--- src/rtl/controlunit_pkg.sv ---
// Shared constants and FSM encoding for the control sequencer and its helpers.
package controlunit_pkg;

  localparam int unsigned INSTR_W    = 32;
  localparam int unsigned STEP_W     = 2;
  localparam int unsigned STATUS_W   = 5;
  localparam int unsigned STEP_CNT_W = 3;
  localparam int unsigned PERF_W     = 32;

  typedef enum logic {
    FETCH   = 1'b0,
    EXECUTE = 1'b1
  } seq_fsm_e;

endpackage

--- src/rtl/perf_counter.sv ---
// Free-running event counter: +1 per enabled cycle, wraps to zero after all-ones.
module perf_counter
  import controlunit_pkg::*;
(
  input  logic              enable,
  input  logic              clock,
  input  logic              reset,
  output logic [PERF_W-1:0] count
);

  logic [PERF_W-1:0] r_count;

  // Count enabled cycles; synchronous reset clears.
  always_ff @(posedge clock) begin
    if (reset) begin
      r_count <= '0;
    end else if (enable) begin
      r_count <= r_count + PERF_W'(1);
    end
  end

  assign count = r_count;

endmodule

--- src/rtl/control_sequencer.sv ---
// Fetch/execute sequencer: latches an instruction, walks decoder-chosen steps,
// retires on NS==0 or when the step budget MAX_STEPS is exhausted.
// Optional performance counters are built when CONTROL_SEQUENCER_PERF_EN is defined.
module control_sequencer
  import controlunit_pkg::*;
#(
  parameter int unsigned MAX_STEPS = 4
)
(
  input  logic                clock,
  input  logic                reset,
  input  logic                instr_valid,
  input  logic [INSTR_W-1:0]  instr_data,
  output logic                instr_ready,
  output logic [INSTR_W-1:0]  I,
  output logic [STEP_W-1:0]   state,
  output logic [STATUS_W-1:0] status,
  input  logic [STEP_W-1:0]   NS,
  input  logic                status_load,
  input  logic [STATUS_W-1:0] alu_status,
  output logic                exec,
  output logic                retire
`ifdef CONTROL_SEQUENCER_PERF_EN
  ,
  output logic [PERF_W-1:0]   retired_count,
  output logic [PERF_W-1:0]   stall_count
`endif
);

  seq_fsm_e              r_fsm,      w_fsm_nxt;
  logic [INSTR_W-1:0]    r_instr,    w_instr_nxt;
  logic [STEP_W-1:0]     r_state,    w_state_nxt;
  logic [STATUS_W-1:0]   r_status,   w_status_nxt;
  logic [STEP_CNT_W-1:0] r_step_cnt, w_step_cnt_nxt;
  logic                  w_instr_ready;
  logic                  w_exec;
  logic                  w_retire;
  logic                  w_budget_done;

  // Step counter holds the 1-based index of the current EXECUTE cycle.
  assign w_budget_done = (r_step_cnt == STEP_CNT_W'(MAX_STEPS));

  // State register for FSM, instruction, step and status.
  always_ff @(posedge clock) begin
    if (reset) begin
      r_fsm      <= FETCH;
      r_instr    <= '0;
      r_state    <= '0;
      r_status   <= '0;
      r_step_cnt <= '0;
    end else begin
      r_fsm      <= w_fsm_nxt;
      r_instr    <= w_instr_nxt;
      r_state    <= w_state_nxt;
      r_status   <= w_status_nxt;
      r_step_cnt <= w_step_cnt_nxt;
    end
  end

  // Next-state and handshake/control outputs.
  always_comb begin
    w_fsm_nxt      = r_fsm;
    w_instr_nxt    = r_instr;
    w_state_nxt    = r_state;
    w_step_cnt_nxt = r_step_cnt;
    w_instr_ready  = 1'b0;
    w_exec         = 1'b0;
    w_retire       = 1'b0;
    case (r_fsm)
      FETCH: begin
        w_instr_ready = 1'b1;
        if (instr_valid) begin
          w_instr_nxt    = instr_data;
          w_state_nxt    = '0;
          w_step_cnt_nxt = STEP_CNT_W'(1);
          w_fsm_nxt      = EXECUTE;
        end
      end
      EXECUTE: begin
        w_exec = 1'b1;
        if ((NS == '0) || w_budget_done) begin
          w_retire       = 1'b1;
          w_state_nxt    = '0;
          w_step_cnt_nxt = '0;
          w_fsm_nxt      = FETCH;
        end else begin
          w_state_nxt    = NS;
          w_step_cnt_nxt = r_step_cnt + STEP_CNT_W'(1);
        end
      end
    endcase
  end

  // Status flags capture ALU flags only on an executing cycle that asks for it.
  always_comb begin
    w_status_nxt = r_status;
    if (w_exec && status_load) begin
      w_status_nxt = alu_status;
    end
  end

  assign instr_ready = w_instr_ready;
  assign exec        = w_exec;
  assign retire      = w_retire;
  assign I           = r_instr;
  assign state       = r_state;
  assign status      = r_status;

`ifdef CONTROL_SEQUENCER_PERF_EN
  logic w_stall;

  assign w_stall = w_instr_ready & ~instr_valid;

  perf_counter u_retired_cnt (
    .enable (w_retire),
    .clock  (clock),
    .reset  (reset),
    .count  (retired_count)
  );

  perf_counter u_stall_cnt (
    .enable (w_stall),
    .clock  (clock),
    .reset  (reset),
    .count  (stall_count)
  );
`endif

endmodule

--- config.mk ---
export PLATFORM = sky130hd
export DESIGN_NAME = control_sequencer
export DESIGN_NICKNAME = d
export VERILOG_FILES = /design/src/rtl/controlunit_pkg.sv /design/src/rtl/perf_counter.sv /design/src/rtl/control_sequencer.sv
export SDC_FILE = /design/constraint.sdc
export NUM_CORES = 1
export LEC_CHECK = 0
export CELL_PAD_IN_SITES_DETAIL_PLACEMENT = 1
export CELL_PAD_IN_SITES_GLOBAL_PLACEMENT = 2
export CORE_MARGIN = 2
export CORE_UTILIZATION = 20
export DETAILED_ROUTE_END_ITERATION = 8
export GPL_TIMING_DRIVEN = 0
export PLACE_DENSITY_LB_ADDON = 0.25
export SETUP_SLACK_MARGIN = 0.4
export SLEW_MARGIN = 30
export SYNTH_ARGS = -nofsm -noshare
export SYNTH_HDL_FRONTEND = slang
export SYNTH_SLANG_ARGS = --single-unit
--- constraint.sdc ---
create_clock -name clock -period 1.51 [get_ports clock]
set_clock_uncertainty 0.1 [all_clocks]
set_input_delay 0.151 -clock clock [delete_from_list [all_inputs] [get_ports clock]]
set_output_delay 0.151 -clock clock [all_outputs]
set_load 0.005 [all_outputs]
== Yosys cells after proc, flatten, opt, wreduce, memory -nomap -nowiden ==
Index checks and enable logic that the tools add are counted.

* Add/subtract/negate cells: 1
* Multiply operators: 0
* Divide/modulo/power cells: 0
* Order comparisons: 0
* Eq/ne operators: 2
* Shifts and indexed selects: 0
* Multiplexer cells: 13
* Bitwise gates (word level): 1
* Reduce and logical (&&, ||, !) cells: 4

{| class="wikitable"
|+ Operator list
! cell !! count
|-
| two-way mux 1 bit || 6
|-
| two-way mux 3 bit || 2
|-
| case mux 3 bit (2 select lines) || 1
|-
| two-way mux 2 bit || 2
|-
| case mux 2 bit (2 select lines) || 1
|-
| adder 3 x 1 -> 3 bit (second input constant) || 1
|-
| == test 3 bit (second input constant) || 1
|-
| logical NOT 2 bit || 1
|-
| inequality test 2 bit (second input constant) || 1
|-
| case mux 1 bit (2 select lines) || 1
|-
| AND reduction 2 bit || 1
|-
| logical AND 1 bit || 1
|-
| logical OR 1 bit || 1
|-
| NOT 1 bit || 1
|}

* Flip-flop bits (word level): 43
* Bits in latches: 0
* RAM bits: 0
* Memory bits (read-only): 0
* Logic and storage cells: 26
* Memories kept: 0

== Logic depth before layout (Yosys ltp) ==
Gate-level depths: netlist of the first run.

* Word-level depth: 4
* Depth in mapped cells: 5
* Gate-level depth less buffers: 5

== Least setup slack after synthesis of the first run ==
OpenSTA, ideal clock, no wires.

* Path kind: flip-flop to flip-flop
* Start: register r_step_cnt[0]
* End: register r_step_cnt[2]
* Library setup time: 70 ps
* Arrival: 1021 ps
* Data required time: 1340 ps
* Path slack: 319 ps
* Stages on the path, launching flop included: 6
* Path buffers: 0
* Path through: dfxtp_1 inv_1 ha_1 nor3b_1 o211ai_1 a21oi_1

* Longest elaborated chain between the ends: 4
* Elaborated cells on any way between the ends: 5
* Those cells by class: 1 x add/sub; 1 x eq/ne; 2 x mux; 1 x reduce/logical

{| class="wikitable"
|+ RTL lines
! item !! RTL line !! text
|-
| from (decl) || control_sequencer.sv:34 || <nowiki>logic [STEP_CNT_W-1:0] r_step_cnt, w_step_cnt_nxt;</nowiki>
|-
| from (signal assigned) || control_sequencer.sv:56 || <nowiki>r_step_cnt <= w_step_cnt_nxt;</nowiki>
|-
| parallel branches: the longest is 2 deep, another holds adder 3 x 1 -> 3 bit || - ||
|-
| two-way mux 3 bit (*) || control_sequencer.sv:81 || <nowiki>if ((NS == '0) || w_budget_done) begin</nowiki>
|-
| case mux 3 bit (2 select lines) (*) || control_sequencer.sv:69 || <nowiki>case (r_fsm)</nowiki>
|}

Mark *: on every way between the ends.
A chain may end at the register's enable or synchronous reset.

== Worst setup path in the final report of the first run ==
* Start: input NS[1]
* End: output retire

* Longest elaborated chain between the ends: 4

{| class="wikitable"
|+ RTL lines
! item !! RTL line !! text
|-
| from (decl) || control_sequencer.sv:18 || <nowiki>input logic [STEP_W-1:0] NS,</nowiki>
|-
| logical NOT 2 bit || control_sequencer.sv:81 ||
|-
| logical OR 1 bit || control_sequencer.sv:81 ||
|-
| two-way mux 1 bit || control_sequencer.sv:81 ||
|-
| two-way mux 1 bit || control_sequencer.sv:69 ||
|-
| to (decl) || control_sequencer.sv:22 || <nowiki>output logic retire</nowiki>
|}

No other way between the ends.

==> run_summary.xml, run 1 <==
<?xml version="1.0" encoding="UTF-8"?>
<metrics>
  <group name="critical_path">
    <metric name="cp-start-kind" unit="">primary input</metric>
    <metric name="worst_path_dominant_cell_family" unit="">buffers and inverters</metric>
    <metric name="crit_path_buf_inv_count" unit="">2</metric>
    <metric name="worst-endpoint-arrival" unit="ns">1.12</metric>
    <metric name="crit_type" unit="">primary input to output port</metric>
    <metric name="timing.critical_path.fanout_max" unit="">5</metric>
    <metric name="crit_path_end_kind" unit="">output port</metric>
    <metric name="critical-path-max-stage-delay" unit="ns">0.42</metric>
    <metric name="critPathSlowestCell" unit="">sky130_fd_sc_hd__clkdlybuf4s50_1</metric>
    <metric name="crit_path_cell_chain" unit="">clkdlybuf4s50_1 &gt; or2_4 &gt; a21oi_2 &gt; buf_2</metric>
    <metric name="required_time_at_the_endpoint_of_the_critical_path" unit="ns">1.26</metric>
  </group>
  <group name="synth">
    <metric name="synth_top_family_by_area" unit="">simple AND/OR/NAND/NOR gates</metric>
    <metric name="synth-xor-area-share" unit="">0</metric>
    <metric name="yosys.area_share.adder" unit="">0.0159</metric>
    <metric name="synth_mux_area_frac" unit="">0</metric>
    <metric name="ys_async_sr_fraction" unit="">0</metric>
    <metric name="synth.cell_area" unit="mm²">0.00158</metric>
    <metric name="synth_edf_count" unit="">0</metric>
    <metric name="synth_top_flop_cell" unit="">sky130_fd_sc_hd__dfxtp_1</metric>
    <metric name="synth.ff_latch_count" unit="">43</metric>
    <metric name="synth.distinct_cells" unit="">19</metric>
    <metric name="syn_avg_cell_area" unit="µm²">8.05</metric>
    <metric name="synth-compound-area-share" unit="">0.165</metric>
    <metric name="seq_area_frac_synth" unit="">0.546</metric>
    <metric name="syn-instance-count" unit="">196</metric>
    <metric name="synth_area_in_simple_gates" unit="">0.223</metric>
    <metric name="synth-warning-count" unit="">0</metric>
    <metric name="synth_nets" unit="">241</metric>
  </group>
  <group name="die">
    <metric name="top_level_ports" unit="">85</metric>
    <metric name="die_area" unit="mm²">0.00862</metric>
    <metric name="dieHeight" unit="µm">92.8</metric>
    <metric name="floorplan.rows" unit="">32</metric>
    <metric name="start_util" unit="">0.205</metric>
    <metric name="die_width" unit="µm">92.8</metric>
    <metric name="core_region_area" unit="mm²">0.00769</metric>
  </group>
  <group name="grt">
    <metric name="grt_overflow" unit="">0</metric>
    <metric name="first_pass_grt_wire_length" unit="mm">8.56</metric>
    <metric name="grt_start_max_net_pins" unit="">13</metric>
    <metric name="first_global_vias" unit="">1736</metric>
    <metric name="antenna_found_initial" unit="">0</metric>
    <metric name="grt_use_total" unit="">0.128</metric>
  </group>
  <group name="finish">
    <metric name="flow.area_growth_from_synthesis" unit="%">106</metric>
    <metric name="finalNetCount" unit="">350</metric>
    <metric name="layout-drive-gt1-share" unit="">0.588</metric>
    <metric name="layout.cell_area.non_filler" unit="mm²">0.00325</metric>
    <metric name="layout.cells.non_filler" unit="">408</metric>
    <metric name="most-common-layout-cells" unit="">41 x sky130_fd_sc_hd__dfxtp_2, 41 x sky130_fd_sc_hd__nand2_1, 40 x sky130_fd_sc_hd__clkdlybuf4s50_1</metric>
    <metric name="final_antenna_diode_count" unit="">0</metric>
    <metric name="final_core_utilization" unit="">0.423</metric>
  </group>
  <group name="clock_tree">
    <metric name="max-clock-path-buffers" unit="">2</metric>
    <metric name="tritoncts" unit="">built</metric>
    <metric name="numCtsBuffers" unit="">5</metric>
    <metric name="cts.root.buffer_cell" unit="">sky130_fd_sc_hd__clkbuf_8</metric>
    <metric name="cts_num_sinks" unit="">43</metric>
    <metric name="clock_pin_slew_on_the_worst_setup_and_hold_paths" unit="ns">0.08</metric>
    <metric name="worst_skew_pair_later_pin_latency" unit="ns">0.29</metric>
    <metric name="cts_max_level" unit="">2</metric>
  </group>
  <group name="sta">
    <metric name="max_slew_margin" unit="">0.499</metric>
    <metric name="final_min_period_over_clock_period" unit="">0.905</metric>
    <metric name="setup_violations" unit="">0</metric>
    <metric name="maxClockFrequency" unit="MHz">732</metric>
    <metric name="timing_max_transition_violations_final" unit="">0</metric>
    <metric name="setup_repair_after_global_routing_missed_its_margin" unit="">true</metric>
    <metric name="fin_hold_ws" unit="ns">0.109</metric>
    <metric name="timing.final.hold_violations" unit="">0</metric>
    <metric name="worst_pin_slew" unit="ns">0.751</metric>
    <metric name="timing.final.crit_period" unit="ns">1.37</metric>
  </group>
  <group name="place">
    <metric name="dpl.hpwl" unit="mm">3.53</metric>
    <metric name="dp.cells" unit="">381</metric>
    <metric name="placed_area" unit="mm²">0.00254</metric>
    <metric name="placer_s_final_routability_congestion_estimate" unit="">0.660</metric>
    <metric name="io_buffer_count" unit="">83</metric>
  </group>
  <group name="power">
    <metric name="vdd.ir_drop.worst" unit="V">0.000353</metric>
    <metric name="powerDensity" unit="mW/mm²">843</metric>
    <metric name="power" unit="µW">2740</metric>
    <metric name="static-leakage-power" unit="µW">0.00135</metric>
  </group>
  <group name="route">
    <metric name="detail_route.wirelength" unit="mm">5.65</metric>
    <metric name="drt.antenna.violating_nets" unit="">0</metric>
    <metric name="drc" unit="">0</metric>
    <metric name="num_vias" unit="">1729</metric>
    <metric name="firstDrtPassIters" unit="">3</metric>
    <metric name="routedWlPerCell" unit="µm">13.8</metric>
    <metric name="drt-vias-per-instance" unit="">4.24</metric>
    <metric name="drt_iter0_drc" unit="">10</metric>
  </group>
  <group name="run_status">
    <metric name="run_status" unit="">complete, no violations</metric>
  </group>
  <group name="min_path">
    <metric name="timing.hold.worst.class" unit="">primary input to register</metric>
  </group>
  <group name="flow_run">
    <metric name="cap_violations" unit="">0</metric>
  </group>
</metrics>
==> report_power, final <==
| part | internal (µW) | switching, µW | total [µW] |
|---|---|---|---|
| registers | 1210 | 35.0 | 1250 |
| logic | 386 | 299 | 685 |
| clock network | 418 | 391 | 809 |
==> area by class of cell <==
| type | count | area (µm²) |
|---|---|---|
| Sequential cell | 43 | 912 |
| Fill cell | 890 | 4440 |
| Buffer | 13 | 134 |
| Multi-Input combinational cell | 137 | 995 |
| Inverter | 3 | 13.8 |
| Clock buffer | 8 | 100 |
| Timing Repair Buffer | 102 | 966 |
| Tap cell | 102 | 128 |
==> sequential cells by signal, indices dropped and copies added (netlist names) <==
| register | cells |
|---|---|
| r_fsm | 1 |
| state | 2 |
| status | 5 |
| r_step_cnt | 3 |
| I | 32 |
==> layer usage <==
layer  up-vias  global-route usage  wire [µm]
met4         0              0.0404         61
li1        860                   -          -
met5         -                   0          0
met1       814               0.155       2410
met2        47               0.217       2860
met3         8              0.0374        314
==> logic make-up (layout without fill, tap and decap cells) <==
| group | Yosys count | after routing |
|---|---|---|
| compound gates | 47 | 47 |
| simple gates | 88 | 88 |
| fa+ha+maj | 2 | 2 |
| buf+inv | 16 | 126 |
| flops | 43 | 43 |
==> cell usage after synthesis, types with 2 or more instances <==
library cell	count	area share
sky130_fd_sc_hd__nor2b_1	2	0.0079
sky130_fd_sc_hd__a21oi_1	41	0.13
sky130_fd_sc_hd__ha_1	2	0.016
sky130_fd_sc_hd__dfxtp_1	43	0.55
sky130_fd_sc_hd__nor2_1	5	0.012
sky130_fd_sc_hd__a22oi_1	2	0.0095
sky130_fd_sc_hd__buf_4	4	0.019
sky130_fd_sc_hd__nand2_1	72	0.17
sky130_fd_sc_hd__clkbuf_1	5	0.012
sky130_fd_sc_hd__inv_1	3	0.0071
sky130_fd_sc_hd__buf_2	4	0.013
sky130_fd_sc_hd__nand3_1	6	0.019
==> stage by stage <==
stage | setup TNS (ns) | setup WS [ns]
6_report | 0 | 0.144
2_1_floorplan | 0 | 0.400
3_5_place_dp | -2.71 | -0.354
4_1_cts | 0 | 0.129
3_3_place_gp | -2.25 | -0.342
5_1_grt | 0 | 0.0835
==> what timing repair did <==
item	CTS	global route
pin swaps	21	44
resized for setup	187	105
hold buffers	0	0
endpoints found under the setup margin	81	74
buffers inserted	12	3
cloned	3	1
==> path summary, 6_finish.rpt <==
path                   from        end  slack (ns)  depth (start not counted)
setup / recovery      NS[1]     retire        0.14                          4
hold / removal        reset       I[9]        0.11                          2
setup reg to reg      r_fsm      I[12]        0.18                          7
hold reg to reg   status[1]  status[1]        0.35                          2
(Power assumes the default switching activity.)
==> run 2: changes to the inputs <==
--- a/config.mk
+++ b/config.mk
@@ -5,12 +5,14 @@
 export SDC_FILE = /design/constraint.sdc
 export NUM_CORES = 1
 export LEC_CHECK = 0
+export ABC_AREA = 0
 export CELL_PAD_IN_SITES_DETAIL_PLACEMENT = 1
 export CELL_PAD_IN_SITES_GLOBAL_PLACEMENT = 2
 export CORE_MARGIN = 2
 export CORE_UTILIZATION = 20
 export DETAILED_ROUTE_END_ITERATION = 8
 export GPL_TIMING_DRIVEN = 0
+export MAX_ROUTING_LAYER = met4
 export PLACE_DENSITY_LB_ADDON = 0.25
 export SETUP_SLACK_MARGIN = 0.4
 export SLEW_MARGIN = 30
==> run 2 against run 1 <==
Cell count stayed put; register-to-register slack about the same; combinational power hardly changed; wire length barely moved; core utilization is the same; first-iteration DRC count grew to 2.5 times the previous value; critical endpoint unchanged; highest routed layer unchanged.
==> run_summary.xml, run 2 (synthesis gave the netlist of run 1 again) <==
<?xml version="1.0" encoding="UTF-8"?>
<metrics>
  <group name="run_status">
    <metric name="run_status" unit="">complete, no violations</metric>
  </group>
  <group name="critical_path">
    <metric name="crit_type" unit="">primary input to output port</metric>
    <metric name="worst-endpoint-arrival" unit="ns">1.11</metric>
    <metric name="required_time_at_the_endpoint_of_the_critical_path" unit="ns">1.26</metric>
    <metric name="crit_path_cell_chain" unit="">clkdlybuf4s50_1 &gt; or2_4 &gt; a21oi_2 &gt; buf_2</metric>
    <metric name="crit_path_buf_inv_count" unit="">2</metric>
    <metric name="critical-path-max-stage-delay" unit="ns">0.42</metric>
    <metric name="critPathSlowestCell" unit="">sky130_fd_sc_hd__clkdlybuf4s50_1</metric>
    <metric name="cp-start-kind" unit="">primary input</metric>
    <metric name="timing.critical_path.fanout_max" unit="">5</metric>
    <metric name="worst_path_dominant_cell_family" unit="">buffers and inverters</metric>
    <metric name="crit_path_end_kind" unit="">output port</metric>
  </group>
  <group name="grt">
    <metric name="grt_use_total" unit="">0.131</metric>
    <metric name="first_pass_grt_wire_length" unit="mm">8.57</metric>
    <metric name="globalRouteMet1Util" unit="">0.160</metric>
    <metric name="grt_start_max_net_pins" unit="">13</metric>
    <metric name="groute.layer.met2.usage" unit="">0.217</metric>
    <metric name="grt_use_met3" unit="">0.0285</metric>
    <metric name="grt.busiest_layer" unit="">met2</metric>
    <metric name="antenna_found_initial" unit="">0</metric>
    <metric name="first_global_vias" unit="">1740</metric>
    <metric name="grt_overflow" unit="">0</metric>
  </group>
  <group name="clock_tree">
    <metric name="worst_skew_pair_later_pin_latency" unit="ns">0.29</metric>
    <metric name="numCtsBuffers" unit="">5</metric>
    <metric name="max-clock-path-buffers" unit="">2</metric>
    <metric name="clock_pin_slew_on_the_worst_setup_and_hold_paths" unit="ns">0.08</metric>
    <metric name="cts.hold.buffers_added" unit="">0</metric>
    <metric name="cts_num_sinks" unit="">43</metric>
    <metric name="tritoncts" unit="">built</metric>
    <metric name="cts.root.buffer_cell" unit="">sky130_fd_sc_hd__clkbuf_8</metric>
    <metric name="cts_max_level" unit="">2</metric>
  </group>
  <group name="route">
    <metric name="num_vias" unit="">1738</metric>
    <metric name="detail_route.wirelength" unit="mm">5.65</metric>
    <metric name="drt_iter0_drc" unit="">25</metric>
    <metric name="drt-vias-per-instance" unit="">4.26</metric>
    <metric name="routedWlPerCell" unit="µm">13.9</metric>
    <metric name="drt.antenna.violating_nets" unit="">0</metric>
    <metric name="firstDrtPassIters" unit="">3</metric>
    <metric name="drc" unit="">0</metric>
  </group>
  <group name="die">
    <metric name="top_level_ports" unit="">85</metric>
    <metric name="die_width" unit="µm">92.8</metric>
    <metric name="core_region_area" unit="mm²">0.00769</metric>
    <metric name="floorplan.rows" unit="">32</metric>
    <metric name="dieHeight" unit="µm">92.8</metric>
    <metric name="die_area" unit="mm²">0.00862</metric>
    <metric name="start_util" unit="">0.205</metric>
  </group>
  <group name="sta">
    <metric name="setup_violations" unit="">0</metric>
    <metric name="timing.final.hold_violations" unit="">0</metric>
    <metric name="final_min_period_over_clock_period" unit="">0.904</metric>
    <metric name="maxClockFrequency" unit="MHz">733</metric>
    <metric name="timing.final.crit_period" unit="ns">1.36</metric>
    <metric name="timing_max_transition_violations_final" unit="">0</metric>
    <metric name="max_slew_margin" unit="">0.507</metric>
    <metric name="worst_pin_slew" unit="ns">0.740</metric>
    <metric name="totalNegativeSetupSlack" unit="ns">0</metric>
    <metric name="setup_repair_after_global_routing_missed_its_margin" unit="">true</metric>
    <metric name="final_critical_path_setup_slack" unit="ns">0.145</metric>
  </group>
  <group name="place">
    <metric name="dp.cells" unit="">381</metric>
    <metric name="io_buffer_count" unit="">83</metric>
    <metric name="pre_cts_slack" unit="ns">-0.354</metric>
    <metric name="dpl.hpwl" unit="mm">3.53</metric>
    <metric name="placer_s_final_routability_congestion_estimate" unit="">0.666</metric>
  </group>
  <group name="finish">
    <metric name="final_core_utilization" unit="">0.423</metric>
    <metric name="most-common-layout-cells" unit="">41 x sky130_fd_sc_hd__dfxtp_2, 41 x sky130_fd_sc_hd__nand2_1, 40 x sky130_fd_sc_hd__clkdlybuf4s50_1</metric>
    <metric name="layout-drive-gt1-share" unit="">0.588</metric>
    <metric name="flow.area_growth_from_synthesis" unit="%">106</metric>
    <metric name="layout.cells.non_filler" unit="">408</metric>
    <metric name="largest_register_ffs" unit="">32</metric>
    <metric name="nFillCells" unit="">890</metric>
    <metric name="final_antenna_diode_count" unit="">0</metric>
    <metric name="finalNetCount" unit="">350</metric>
  </group>
  <group name="power">
    <metric name="power" unit="µW">2740</metric>
    <metric name="static-leakage-power" unit="µW">0.00135</metric>
    <metric name="power.switching_fraction" unit="">0.265</metric>
    <metric name="power.clock.fraction" unit="">0.296</metric>
    <metric name="power.internal" unit="µW">2020</metric>
    <metric name="power.net_switching" unit="µW">726</metric>
    <metric name="p_comb_frac" unit="">0.250</metric>
    <metric name="powerDensity" unit="mW/mm²">844</metric>
    <metric name="seq_power_share" unit="">0.454</metric>
    <metric name="vdd.ir_drop.worst" unit="V">0.000354</metric>
  </group>
  <group name="min_path">
    <metric name="timing.hold.worst.class" unit="">primary input to register</metric>
  </group>
  <group name="flow_run">
    <metric name="cap_violations" unit="">0</metric>
  </group>
</metrics>
[run 2: layer usage]
layer  vias to the layer above  wire length, µm
met1                       821             2490
met2                        49             2880
met4                         0               53
met5                         -                0
met3                         8              236
li1                        860                -
[run 2: worst paths after layout]
path | startpoint | end | slack, ns | depth (start not counted)
worst max-delay path | NS[1] | retire | 0.15 | 4
worst min register to register | status[1] | status[1] | 0.35 | 2
worst min-delay path | reset | I[9] | 0.11 | 2
worst max register to register | r_fsm | I[12] | 0.18 | 7
[run 2: power by group through the flow]
stage / sequential (µW) / clock, µW / combinational [µW]
6_report: 1250 / 811 / 685
5_1_grt: 1260 / 901 / 741
4_1_cts: 1250 / 853 / 597
3_5_place_dp: 1260 / 0 / 460
3_3_place_gp: 1260 / 0 / 458
2_1_floorplan: 1260 / 0 / 163
[run 2: cell type report]
cell class / instances / area (µm²) / area share
Inverter: 3 / 13.8 / 0.00424
Timing Repair Buffer: 102 / 966 / 0.297
Buffer: 13 / 134 / 0.0412
Multi-Input combinational cell: 137 / 995 / 0.306
Tap cell: 102 / 128 / 0.0393
Sequential cell: 43 / 912 / 0.281
Clock buffer: 8 / 100 / 0.0308
[run 2: stage by stage]
step | hold WS [ns] | instance area, µm²
2_1_floorplan | 0.187 | 1590
3_3_place_gp | 0.342 | 2540
3_5_place_dp | 0.347 | 2540
4_1_cts | 0.0829 | 3060
5_1_grt | 0.112 | 3250
6_report | 0.107 | 3250
[run 2: timing repair]
action                                  in CTS  in global routing
buffers inserted                            12                  3
resized for setup                          187                105
endpoints found under the setup margin      81                 74
pin swaps                                   21                 44
gates cloned                                 3                  1
==> run 3: changes to the inputs <==
--- a/config.mk
+++ b/config.mk
@@ -14,6 +14,7 @@
 export GPL_TIMING_DRIVEN = 0
 export MAX_ROUTING_LAYER = met4
 export PLACE_DENSITY_LB_ADDON = 0.25
+export RECOVER_POWER = 100
 export SETUP_SLACK_MARGIN = 0.4
 export SLEW_MARGIN = 30
 export SYNTH_ARGS = -nofsm -noshare
==> run 3 against run 2 <==
Sequential cell count unchanged; non-clock buffer count unchanged; wire length about the same; maximum frequency hardly changed; core utilization is 0.78 points lower; first-iteration DRC count rose by 12%; critical path depth is the same; worst hold slack gained 0.0028 ns; setup slack improved by 0.00074 ns; cell area is 1.8% lower; power fell by 0.71%; critical path type unchanged.
==> run_summary.xml, run 3 (synthesis gave the netlist of run 1 again) <==
<?xml version="1.0" encoding="UTF-8"?>
<metrics>
  <group name="power">
    <metric name="powerDensity" unit="mW/mm²">854</metric>
    <metric name="vdd.ir_drop.worst" unit="V">0.000351</metric>
    <metric name="static-leakage-power" unit="µW">0.00132</metric>
  </group>
  <group name="route">
    <metric name="detail_route.wirelength" unit="mm">5.65</metric>
    <metric name="routedWlPerCell" unit="µm">13.9</metric>
    <metric name="drc" unit="">0</metric>
    <metric name="num_vias" unit="">1727</metric>
    <metric name="drt.antenna.violating_nets" unit="">0</metric>
    <metric name="drt-vias-per-instance" unit="">4.23</metric>
    <metric name="drt_iter0_drc" unit="">28</metric>
    <metric name="firstDrtPassIters" unit="">3</metric>
  </group>
  <group name="die">
    <metric name="floorplan.rows" unit="">32</metric>
    <metric name="top_level_ports" unit="">85</metric>
    <metric name="dieHeight" unit="µm">92.8</metric>
    <metric name="core_region_area" unit="mm²">0.00769</metric>
    <metric name="die_area" unit="mm²">0.00862</metric>
    <metric name="start_util" unit="">0.205</metric>
    <metric name="die_width" unit="µm">92.8</metric>
  </group>
  <group name="critical_path">
    <metric name="crit_path_cell_chain" unit="">clkdlybuf4s50_1 &gt; or2_4 &gt; a21oi_2 &gt; buf_2</metric>
    <metric name="worst-endpoint-arrival" unit="ns">1.11</metric>
    <metric name="r2r_end" unit="">I[22]</metric>
    <metric name="required_time_at_the_endpoint_of_the_critical_path" unit="ns">1.26</metric>
    <metric name="logic_depth_of_the_worst_register_to_register_path" unit="">5</metric>
    <metric name="crit_path_end_kind" unit="">output port</metric>
    <metric name="r2r-start" unit="">r_fsm</metric>
    <metric name="critical-path-max-stage-delay" unit="ns">0.42</metric>
    <metric name="critPathSlowestCell" unit="">sky130_fd_sc_hd__clkdlybuf4s50_1</metric>
    <metric name="regToRegSetupSlack" unit="ns">0.16</metric>
    <metric name="timing.critical_path.fanout_max" unit="">5</metric>
    <metric name="crit_type" unit="">primary input to output port</metric>
    <metric name="cp-start-kind" unit="">primary input</metric>
  </group>
  <group name="clock_tree">
    <metric name="clock_pin_slew_on_the_worst_setup_and_hold_paths" unit="ns">0.08</metric>
    <metric name="cts.hold.buffers_added" unit="">0</metric>
    <metric name="tritoncts" unit="">built</metric>
    <metric name="cts_num_sinks" unit="">43</metric>
    <metric name="cts_max_level" unit="">2</metric>
    <metric name="worst_skew_pair_later_pin_latency" unit="ns">0.29</metric>
    <metric name="max-clock-path-buffers" unit="">2</metric>
    <metric name="numCtsBuffers" unit="">5</metric>
    <metric name="cts.root.buffer_cell" unit="">sky130_fd_sc_hd__clkbuf_8</metric>
  </group>
  <group name="finish">
    <metric name="most-common-layout-cells" unit="">42 x sky130_fd_sc_hd__nand2_1, 40 x sky130_fd_sc_hd__clkdlybuf4s50_1, 38 x sky130_fd_sc_hd__dfxtp_1</metric>
    <metric name="layout.cells.non_filler" unit="">408</metric>
    <metric name="finalNetCount" unit="">350</metric>
    <metric name="commonest_non_fill_non_tap_cell_in_the_layout" unit="">sky130_fd_sc_hd__nand2_1</metric>
    <metric name="layout-drive-gt1-share" unit="">0.464</metric>
    <metric name="largest_register_ffs" unit="">32</metric>
    <metric name="final_antenna_diode_count" unit="">0</metric>
    <metric name="nFillCells" unit="">910</metric>
    <metric name="flow.area_growth_from_synthesis" unit="%">102</metric>
  </group>
  <group name="grt">
    <metric name="first_global_vias" unit="">1740</metric>
    <metric name="grt_use_total" unit="">0.131</metric>
    <metric name="grt_start_max_net_pins" unit="">13</metric>
    <metric name="grt_overflow" unit="">0</metric>
    <metric name="antenna_found_initial" unit="">0</metric>
    <metric name="first_pass_grt_wire_length" unit="mm">8.57</metric>
  </group>
  <group name="sta">
    <metric name="worst_pin_slew" unit="ns">0.740</metric>
    <metric name="max_slew_margin" unit="">0.507</metric>
    <metric name="timing_max_transition_violations_final" unit="">0</metric>
    <metric name="final_min_period_over_clock_period" unit="">0.903</metric>
    <metric name="setup_repair_after_global_routing_missed_its_margin" unit="">true</metric>
    <metric name="timing.final.hold_violations" unit="">0</metric>
    <metric name="final_critical_path_setup_slack" unit="ns">0.146</metric>
    <metric name="timing.final.crit_period" unit="ns">1.36</metric>
    <metric name="setup_violations" unit="">0</metric>
    <metric name="maxClockFrequency" unit="MHz">733</metric>
    <metric name="totalNegativeSetupSlack" unit="ns">0</metric>
  </group>
  <group name="place">
    <metric name="io_buffer_count" unit="">83</metric>
    <metric name="dp.cells" unit="">381</metric>
    <metric name="dpl.hpwl" unit="mm">3.53</metric>
    <metric name="placer_s_final_routability_congestion_estimate" unit="">0.666</metric>
    <metric name="pre_cts_slack" unit="ns">-0.354</metric>
  </group>
  <group name="min_path">
    <metric name="whs_path_depth" unit="">2</metric>
    <metric name="timing.hold.worst.class" unit="">primary input to register</metric>
    <metric name="timing.hold.worst_endpoint" unit="">I[9]</metric>
    <metric name="min_from" unit="">reset</metric>
  </group>
  <group name="run_status">
    <metric name="run_status" unit="">complete, no violations</metric>
  </group>
  <group name="flow_run">
    <metric name="cap_violations" unit="">0</metric>
  </group>
</metrics>
[run 3: cell count changes in the layout (fill, tap and decap cells not counted)]
cell                              delta
sky130_fd_sc_hd__buf_6               -1
sky130_fd_sc_hd__clkbuf_1            +1
sky130_fd_sc_hd__clkdlybuf4s15_1     -3
sky130_fd_sc_hd__clkdlybuf4s25_1     +3
sky130_fd_sc_hd__dfxtp_1            +36
sky130_fd_sc_hd__dfxtp_2            -36
sky130_fd_sc_hd__nand2_1             +1
sky130_fd_sc_hd__nand2_4             -1
[run 3: how the worst max path moves through the flow]
stage	from	to	slack [ns]
3_5_place_dp	NS[1]	retire	-0.35
2_1_floorplan	r_step_cnt[1]	r_step_cnt[2]	0.40
3_3_place_gp	NS[1]	retire	-0.34
6_report	NS[1]	retire	0.15
4_1_cts	r_step_cnt[0]	retire	0.13
5_1_grt	r_fsm	I[27]	0.04
[run 3: stage by stage]
stage	instance area [µm²]	utilization	hold slack, ns	power (µW)
after global placement	2540	0.331	0.342	1720
final	3190	0.415	0.110	2720
after detailed placement	2540	0.331	0.347	1720
after CTS	3060	0.398	0.0829	2700
after floorplan	1590	-	0.187	1430
after global routing	3190	0.415	0.112	2880
[run 3: final cells by class]
class / instances / area, µm² / share of cell area
multi-input combinational: 137 / 987 / 0.310
sequential: 43 / 867 / 0.272
tap: 102 / 128 / 0.0400
clock buffer: 8 / 100 / 0.0314
buffer: 13 / 128 / 0.0400
inverter: 3 / 13.8 / 0.00432
timing repair buffer: 102 / 965 / 0.303
[run 3: layer usage]
metal  part of all wire  wire [µm]  global-route usage
met1               0.44       2480               0.160
met2               0.51       2910               0.217
met3              0.041        232              0.0285
met5                  0          0                   -
met4             0.0064         36              0.0404
[run 3: report_power, final]
part	internal, µW	switching [µW]
sequential	1200	35.0
clock	418	389
combinational	383	296
[run 3: worst max-delay path: cells and delay by family]
| kind | cells | cell delay [ns] |
|---|---|---|
| buffers and inverters | 2 | 0.54 |
| and+or+nand+nor | 1 | 0.29 |
| AOI/OAI and AO/OA | 1 | 0.13 |
[run 3: what timing repair did]
item,in CTS,in global routing
resized for setup,187,105
pin swaps,21,44
cloned,3,1
buffers inserted,12,3
setup endpoints to repair,81,74
